==> config.mk <==
export PLATFORM = sky130hd
export DESIGN_NAME = pe_dot_scheduler
export DESIGN_NICKNAME = d
export VERILOG_FILES = /design/src/rtl/pe_dot_scheduler.sv
export SDC_FILE = /design/constraint.sdc
export NUM_CORES = 1
export LEC_CHECK = 0
export CAP_MARGIN = 20
export CORE_ASPECT_RATIO = 1.25
export CORE_UTILIZATION = 25
export DETAILED_ROUTE_END_ITERATION = 12
export DONT_BUFFER_PORTS = 1
export PLACE_DENSITY = 0.41
export REMOVE_ABC_BUFFERS = 1
export SLEW_MARGIN = 20
export SYNTH_ARGS = -nofsm -noshare
export SYNTH_HDL_FRONTEND = slang
export SYNTH_SLANG_ARGS = --single-unit
export TNS_END_PERCENT = 10
==> constraint.sdc <==
create_clock -name clk -period 2.07 [get_ports clk]
set_input_delay 0 -clock clk [delete_from_list [all_inputs] [get_ports clk]]
set_output_delay 0 -clock clk [all_outputs]
set_load 0.05 [all_outputs]
==> src/rtl/pe_dot_scheduler.sv <==
// ---------------------------------------------------------------------------
// pe_dot_scheduler
//
// Shares one dot-product PE (16-bit f x 32-bit g into a 64-bit signed
// accumulator) among NREQ requesters of the ICA update pipeline. The
// arbiter is round-robin. Each granted job goes through these steps:
//   1. Clear the PE accumulator.
//   2. Wait WARMUP cycles so the requester's operand memories settle.
//   3. Stream element indices 0..VLEN-1 to the operand memories.
//   4. Enable PE accumulation RDLAT cycles behind each index, which lines
//      it up with the memory read latency.
//   5. Capture the final accumulator into result and pulse done.
//
// Ports
//   clk      in   rising-edge clock for all logic
//   rst      in   synchronous active-high reset; aborts any job in flight
//   req      in   [NREQ]  per-requester job request level (sampled in IDLE)
//   gnt      out  [NREQ]  one-hot grant, held for the whole job
//   done     out  [NREQ]  one-cycle pulse on the granted bit, result valid
//   busy     out          high whenever a job is in progress
//   idx      out  [IDXW]  element index to the operand memories
//   idx_vld  out          idx is valid this cycle
//   pe_clr   out          one-cycle accumulator clear to the PE
//   pe_en    out          PE accumulate enable (idx_vld delayed RDLAT cycles)
//   pe_acc   in   [64]    signed PE accumulator value
//   result   out  [64]    signed captured dot product, held until next capture
//
// Timing with req sampled in cycle 0:
//   gnt is high in cycles 1..L and done pulses in cycle L, where
//   L = 1 + WARMUP + VLEN + RDLAT + 1.
//   When req is still pending, back-to-back jobs are separated by one
//   IDLE cycle.
// ---------------------------------------------------------------------------
module pe_dot_scheduler #(
    parameter int NREQ   = 4,
    parameter int VLEN   = 64,
    parameter int IDXW   = 6,
    parameter int WARMUP = 36,
    parameter int RDLAT  = 1
) (
    input  logic                    clk,
    input  logic                    rst,
    input  logic [NREQ-1:0]         req,
    output logic [NREQ-1:0]         gnt,
    output logic [NREQ-1:0]         done,
    output logic                    busy,
    output logic [IDXW-1:0]         idx,
    output logic                    idx_vld,
    output logic                    pe_clr,
    output logic                    pe_en,
    input  logic signed [63:0]      pe_acc,
    output logic signed [63:0]      result
);

    // -----------------------------------------------------------------------
    // Derived constants
    // -----------------------------------------------------------------------
    localparam int PTRW = (NREQ > 1) ? $clog2(NREQ) : 1;

    // One shared counter times both the warm-up and the drain phases.
    // The stream phase is timed by idx itself.
    localparam int CNT_MAX = (WARMUP > RDLAT + 1) ? WARMUP : RDLAT + 1;
    localparam int CNTW    = $clog2(CNT_MAX + 1);

    localparam logic [CNTW-1:0] WARM_LAST  = CNTW'((WARMUP > 0) ? WARMUP - 1 : 0);
    localparam logic [CNTW-1:0] DRAIN_LAST = CNTW'(RDLAT);
    localparam logic [IDXW-1:0] IDX_LAST   = IDXW'(VLEN - 1);

    typedef enum logic [2:0] {
        S_IDLE,
        S_WARM,
        S_STREAM,
        S_DRAIN,
        S_DONE
    } state_t;

    state_t            state;
    state_t            state_n;
    logic [CNTW-1:0]   cnt;
    logic [PTRW-1:0]   last;      // most recently served requester
    logic [PTRW-1:0]   win_q;     // requester owning the current job
    logic [PTRW-1:0]   winner;    // arbitration result (valid when found)
    logic [PTRW-1:0]   cand;
    logic              found;

    // -----------------------------------------------------------------------
    // Round-robin arbiter. The search starts one past the last served
    // requester and wraps, so a requester that holds req high is served
    // within NREQ jobs.
    // -----------------------------------------------------------------------
    // NOTE: every signal written in an always_comb gets a default on entry.
    // Without that, a path that skips the assignment infers a latch.
    always_comb begin
        winner = last;
        found  = 1'b0;
        cand   = '0;
        for (int k = 1; k <= NREQ; k++) begin
            cand = PTRW'((int'(last) + k) % NREQ);
            if (!found && req[cand]) begin
                found  = 1'b1;
                winner = cand;
            end
        end
    end

    // -----------------------------------------------------------------------
    // FSM next-state and state-decoded outputs
    // -----------------------------------------------------------------------
    always_comb begin
        state_n = state;
        busy    = 1'b1;
        idx_vld = 1'b0;
        done    = '0;

        case (state)
            S_IDLE: begin
                busy = 1'b0;
                if (found) begin
                    // With no warm-up, the job goes straight to streaming.
                    state_n = (WARMUP == 0) ? S_STREAM : S_WARM;
                end
            end
            S_WARM: begin
                if (cnt == WARM_LAST) begin
                    state_n = S_STREAM;
                end
            end
            S_STREAM: begin
                idx_vld = 1'b1;
                if (idx == IDX_LAST) begin
                    state_n = S_DRAIN;
                end
            end
            S_DRAIN: begin
                // RDLAT+1 cycles: the last delayed pe_en, then the PE
                // register update that it causes.
                if (cnt == DRAIN_LAST) begin
                    state_n = S_DONE;
                end
            end
            S_DONE: begin
                done    = gnt;
                state_n = S_IDLE;
            end
            default: begin
                state_n = S_IDLE;
            end
        endcase
    end

    // -----------------------------------------------------------------------
    // State register and datapath registers
    // -----------------------------------------------------------------------
    // NOTE: sequential state uses non-blocking assignments only. Every
    // register then samples the values from before the edge, whatever
    // order the statements are written in.
    always_ff @(posedge clk) begin
        if (rst) begin
            state  <= S_IDLE;
            cnt    <= '0;
            idx    <= '0;
            gnt    <= '0;
            pe_clr <= 1'b0;
            win_q  <= '0;
            last   <= PTRW'(NREQ - 1);   // req[0] has top priority after reset
            result <= '0;
        end else begin
            state <= state_n;

            // The counter restarts on every state change. It only advances
            // in the phases it times.
            if (state_n != state) begin
                cnt <= '0;
            end else if (state == S_WARM || state == S_DRAIN) begin
                cnt <= cnt + CNTW'(1);
            end

            // The clear pulse lands in the first cycle of the job, whether
            // that cycle is in WARM or in STREAM.
            pe_clr <= (state == S_IDLE) && found;

            if (state == S_IDLE && found) begin
                gnt   <= NREQ'(1) << winner;
                win_q <= winner;
            end else if (state == S_DONE) begin
                gnt <= '0;
            end

            if (state == S_STREAM) begin
                idx <= (idx == IDX_LAST) ? '0 : idx + IDXW'(1);
            end

            if (state == S_DRAIN && cnt == DRAIN_LAST) begin
                result <= pe_acc;
            end

            if (state == S_DONE) begin
                last <= win_q;
            end
        end
    end

    // -----------------------------------------------------------------------
    // pe_en: idx_vld delayed by the operand read latency
    // -----------------------------------------------------------------------
    generate
        if (RDLAT == 0) begin : g_en_direct
            assign pe_en = idx_vld;
        end else begin : g_en_delay
            logic [RDLAT-1:0] vld_sr;

            always_ff @(posedge clk) begin
                if (rst) begin
                    vld_sr <= '0;
                end else begin
                    vld_sr <= (vld_sr << 1) | RDLAT'(idx_vld);
                end
            end

            assign pe_en = vld_sr[RDLAT-1];
        end
    endgenerate

    // -----------------------------------------------------------------------
    // Structural invariants
    // -----------------------------------------------------------------------
    a_gnt_onehot0 : assert property (@(posedge clk) disable iff (rst) $onehot0(gnt));
    a_done_onehot0 : assert property (@(posedge clk) disable iff (rst) $onehot0(done));
    a_done_in_gnt : assert property (@(posedge clk) disable iff (rst) (done & ~gnt) == '0);

endmodule

# After elaboration in Yosys (flattened, before gate mapping)
# Cells that the tools add are included.
classes:
  addsub: 6
  multipliers: 0
  n_div: 0
  magnitude_cmp: 4
  n_eq_ne: 8
  shift: 1
  muxes: 27
  bitwise: 0
  n_reduce_logical: 12
op_table:
  columns: ["cell", "count"]
  rows:
  - ["adder 6 x 1 -> 6 bit, second input constant", 2]
  - ["equality test 6 bit, second input constant", 2]
  - ["less-than comparator 2 x 3 -> 1 bit, second input constant", 4]
  - ["2-to-1 mux 3 bit", 4]
  - ["2-to-1 mux 4 bit", 3]
  - ["one-hot mux 3 bit (4 select lines)", 1]
  - ["2-to-1 mux 1 bit", 10]
  - ["binary-select mux 1 bit (select 2 bit)", 4]
  - ["2-to-1 mux 2 bit", 4]
  - ["equality test 3 x 2 -> 1 bit, second input constant", 2]
  - ["equality test 6 x 1 -> 1 bit, second input constant", 1]
  - ["2-to-1 mux 6 bit", 1]
  - ["logical AND 1 bit", 5]
  - ["adder 2 x 1 -> 2 bit, second input constant", 2]
  - ["adder 2 bit, second input constant", 2]
  - ["<< shifter 1 x 2 -> 4 bit, first input constant", 1]
  - ["equality test 3 x 1 -> 1 bit, second input constant", 1]
  - ["equality test 3 bit, second input constant", 1]
  - ["logical NOT 1 bit", 3]
  - ["logical NOT 3 bit", 1]
  - ["inequality test 3 bit", 1]
  - ["nonzero test 2 bit", 1]
  - ["OR reduction 2 bit", 1]
  - ["logical OR 1 bit", 1]
word_totals:
  ff_bits: 89
  latch_bits: 0
  ramBits: 0
  rom_bits: 0
  n_memories: 0

# Longest topological paths before layout
logic_depth:
  ltp_word: 17
  mapped_depth: 7

# Least setup slack after synthesis
# No wires, ideal clock.
synth_timing:
  kind: "register to register"
  startpoint: "reg idx[0]"
  endpoint: "reg cnt[2]"
  setup_time_ps: 134
  arrival_time_ps: 1602
  required_time_ps: 1936
  slack_ps: 334
  stages_incl_launch_ff: 6
  path_buffers: 0
  synth_period_minus_slack_ps: 1736
  path_cell_list: "dfxtp_1 -> ha_1 -> and3_1 -> a31oi_1 -> a211oi_2 -> nor3_1"
synth_via:
  elab_chain_cells: 5
synth_lines:
  columns: ["item", "line", "rtl"]
  rows:
  - ["from (decl)", "47", "output logic [IDXW-1:0] idx,"]
  - ["from (signal assigned)", "190", "idx <= (idx == IDX_LAST) ? '0 : idx + IDXW'(1);"]
  - ["equality test 6 bit", "130", "if (idx == IDX_LAST) begin"]
  - ["2-to-1 mux 3 bit", "130", null]
  - ["one-hot mux 3 bit (4 select lines)", "115", "case (state)"]
  - ["inequality test 3 bit", "172", "if (state_n != state) begin"]
  - ["OR reduction 2 bit (no line)", null, null]
  - ["to (signal assigned)", "175", "cnt <= cnt + CNTW'(1);"]
  - ["to (decl)", "79", "logic [CNTW-1:0] cnt;"]
# Every way passes these cells.
# A chain may end at the register's enable or synchronous reset.

# Final worst setup path
layout_timing:
  startpoint: "reg cnt[2]"
  endpoint: "reg result[49]"
layout_via:
  elab_chain_cells: 2
layout_lines:
  columns: ["item", "line", "rtl"]
  rows:
  - ["equality test 6 x 1 -> 1 bit", "193", "if (state == S_DRAIN && cnt == DRAIN_LAST) begin"]
  - ["logical AND 1 bit", "193", null]
  - ["to (signal assigned)", "194", "result <= pe_acc;"]
  - ["to (decl)", "52", "output logic signed [63:0] result"]
# Every way passes these cells.

==> summary.md <==
| Metric | Value |
|---|---|
| Metal3 WL | 619 µm |
| Ys Warns | 0 |
| Hold WS | 0.04450 ns |
| Ranking of synthesized cells by area | dfxtp_1, a22o_1, buf_6 |
| First-pass GRT wire length | 12090 µm |
| RSZ-0062 raised after global routing | no |
| Total GRT Usage | 11.93% |
| Crit share post-route | 82.43% |
| CTS clk-pin slew, worst paths | approximately 0.060 ns |
| Drt wl/cell | 14.95 µm |
| DRT antenna net count | 0 |
| IO buf count | 0 |
| Vias per inst | ~4.6 |
| Clk sinks | 89 |
| Mapped cell area | about 3200 µm² |
| Die X-Extent | approximately 100 µm |
| Syn avg cell area | 11.60 µm² |
| Die height | about 130 µm |
| Setup violators final | 0 |
| Post-synth EDFFs | 0 |
| Status | finished, final reports clean |
| Slew Viols, Final | 0 |
| Core area | between 10000 and 15000 µm² |
| Clk pwr share | 45.7% |
| DR vias | 2398 |
| Yosys top cell area share | around 56% |
| DR DRC count | 0 |
| Iteration-0 DRC Markers | between 60 and 70 |
| Wl on met1 | roughly 3100 µm |
| Max Fanout on Critical Path | 64 |
| # IOs | around 150 |
| Die area | 13220 µm² |
| Final Util | roughly 35% |
| Congestion Overflow GR | 0 |
| Switching share of power | 22.06% |
| Post-DP HPWL | 4788 µm |
| Startpoint types | register |
| Initial Util | 25.99% |
| Final min period | 1.706 ns |
| Number of diodes | 0 |
| Critical path data arrival time | 1.92 ns |
| Gate power share | 5.7% |
| Slew @ Worst Pin | 0.8607 ns |
| F_max | 0.5860 GHz |
| Ys async rst share | 0% |
| Fillcell total | ~1200 |
| Psw | 796.6 µW |
| Largest net degree at the start of global routing | 66 |
| Final wirelength | 7712 µm |
| Synth unique cells | between 40 and 50 |
| Design Area, Final | 4354 µm² |
| Register area share after synthesis | between 50% and 60% |
| Pwr Density | between 800 and 900 nW/µm² |
| Peak VDD IR | approximately 330 µV |
| Post-Place Cells | 435 |
| Num CTS Buffers | 9 |
| RD Place Congestion | 0.7179 |
| Cell taking the most area after synthesis | dfxtp_1 |
| Post-Synthesis Cells | about 280 |
| Layout cells sized above 1 | 10.51% |
| Postcts setup bufs | 0 |
| Synth-to-layout area growth | 36.47% |
| Flop pwr share | about half |
| Fin. Hold Viols | 0 |
| Pre-Repair DR Iteration Count | 4 |
| Clock root cell | clkbuf_16 |
| H-tree depth reported by CTS | 3 |
| Commonest cells post-synth | dfxtp_1, a22o_1, nor2_1 |
| Post-place instance area | ~3400 µm² |
| Slew headroom | 42.62% |
| Maximum clock path buffer count | 2 |
| FP Rows | 45 |
| Final Worst Setup Slack | ~0.36 ns |
| Worst Hold Class | input port to register |
| Worst endpoint required time | 2.29 ns |
| Top-count cell post-synth | dfxtp_1 |
| Max_cap viols | 0 |
| Clk_lat worst skew | 0.33 ns |
| Worst slack, placed | between 0.3 and 0.4 ns |
| Max layer used | met4 |
| Crit path capture type | register |
| Vias in the first global route | ~2500 |
| Antenna violations before repair | 0 |
| Clock skew | between 0.007 and 0.008 ns |
| Met2 routed WL | between 3000 and 4000 µm |
| Flip-flop and latch count after synthesis | 89 |
| Top_reg_cell synth | dfxtp_1 |
| CTS tree | yes |
| Setup Crit Path Kind | register to register |
| Fin cells | 516 |
| P_leak | between 1.5 and 2 nW |
| Fin nets | between 400 and 500 |
| Int Pwr | 2.815 mW |
## cell usage in the layout (no fill, tap or decap), types with 2 or more instances in the layout
cell           netlist  final
and2_1               4      4
inv_1                5      5
a32o_1               2      2
xor2_1               8      8
nand4_1              6      6
clkbuf_16            0      9
o41ai_1              2      2
a22o_1              64     64
nor2b_1              2      2
buf_12               0      2
buf_4                5     13
a31oi_1              3      3
nor3_4               1      2
a21oi_1              3      3
nor3_1               5      5
nor3b_1              3      3
and3_1               3      3
nand4b_1             2      2
dlygate4sd3_1        0     64
nand2_1              8      8
nor2_1              12     12
dfxtp_1             89     89
o21ai_0              3      3
mux2i_1              2      2
o211ai_1             2      2
clkinvlp_4           0      3
ha_1                 3      3
xnor2_1              2      2
nand2b_1             5      5
## cells by family after synthesis
| logic type | count (synthesis) | synth area share, % |
|---|---|---|
| xor gates and xnor gates | 10 | 2.745 |
| buffers and inverters | 25 | 5.294 |
| and+or+nand+nor | 59 | 11.14 |
| adders and majority gates | 3 | 1.177 |
| muxes | 2 | 0.6275 |
| DFF | 89 | 55.84 |
| AOI/OAI and AO/OA | 87 | 23.18 |
## power groups by stage
stage,logic (mW),registers [mW],clock network (mW)
after CTS,0.205,1.76,1.71
after global routing,0.223,1.76,1.78
final,0.205,1.76,1.65
after global placement,0.0980,1.80,0
after detailed placement,0.0981,1.80,0
after floorplan,0.0699,1.79,0
## critical path, cell delays in order, from the launching register on
cell	delay, ns
dfxtp_1	0.37
nor3_4	0.31
nand4b_4	0.18
o21a_2	0.25
buf_12	0.20
a22o_1	0.27
## layout make-up
type | count | area, µm² | area share, %
flip-flops and latches | 89 | 1782 | 40.92
clock buffers | 11 | 242.7 | 5.575
well taps | 164 | 205.2 | 4.713
clock inverters | 5 | 63.81 | 1.466
multi-input cells | 161 | 1247 | 28.65
repair buffers | 80 | 790.8 | 18.16
inverters | 6 | 22.52 | 0.5172
## final timing paths
path / from / endpoint / slack [ns] / cells past startpoint
setup / recovery: cnt[2] / result[49] / 0.36 / 5
hold / removal: req[0] / win_q[1] / 0.04 / 3
setup reg to reg: cnt[2] / result[49] / 0.36 / 5
hold reg to reg: win_q[1] / win_q[1] / 0.46 / 2
## sequential cells by signal, summed over array words and instances (netlist names)
| name | count |
|---|---|
| result | 64 |
| cnt | 6 |
| idx | 6 |
| gnt | 4 |
| state | 3 |
| last | 2 |
| win_q | 2 |
| pe_clr | 1 |
| pe_en | 1 |
## through the flow
| step | TNS (ns) | total power [mW] |
|---|---|---|
| 4_1_cts | 0 | 3.675 |
| 2_1_floorplan | -60.19 | 1.862 |
| 6_report | 0 | 3.611 |
| 3_3_place_gp | 0 | 1.894 |
| 3_5_place_dp | 0 | 1.894 |
| 5_1_grt | 0 | 3.761 |
## routing by layer
layer	global-route usage (%)	vias up
met1	12.97	1108
met4	4.391	0
met3	4.308	9
met2	20.98	111
met5	0	-
li1	-	1170
## what timing repair did
item,4_1_cts,5_1_grt
gates resized for setup,0,1
hold buffers,65,0
hold endpoints to repair,85,0
setup endpoints to repair,0,48
(Power assumes the default switching activity.)
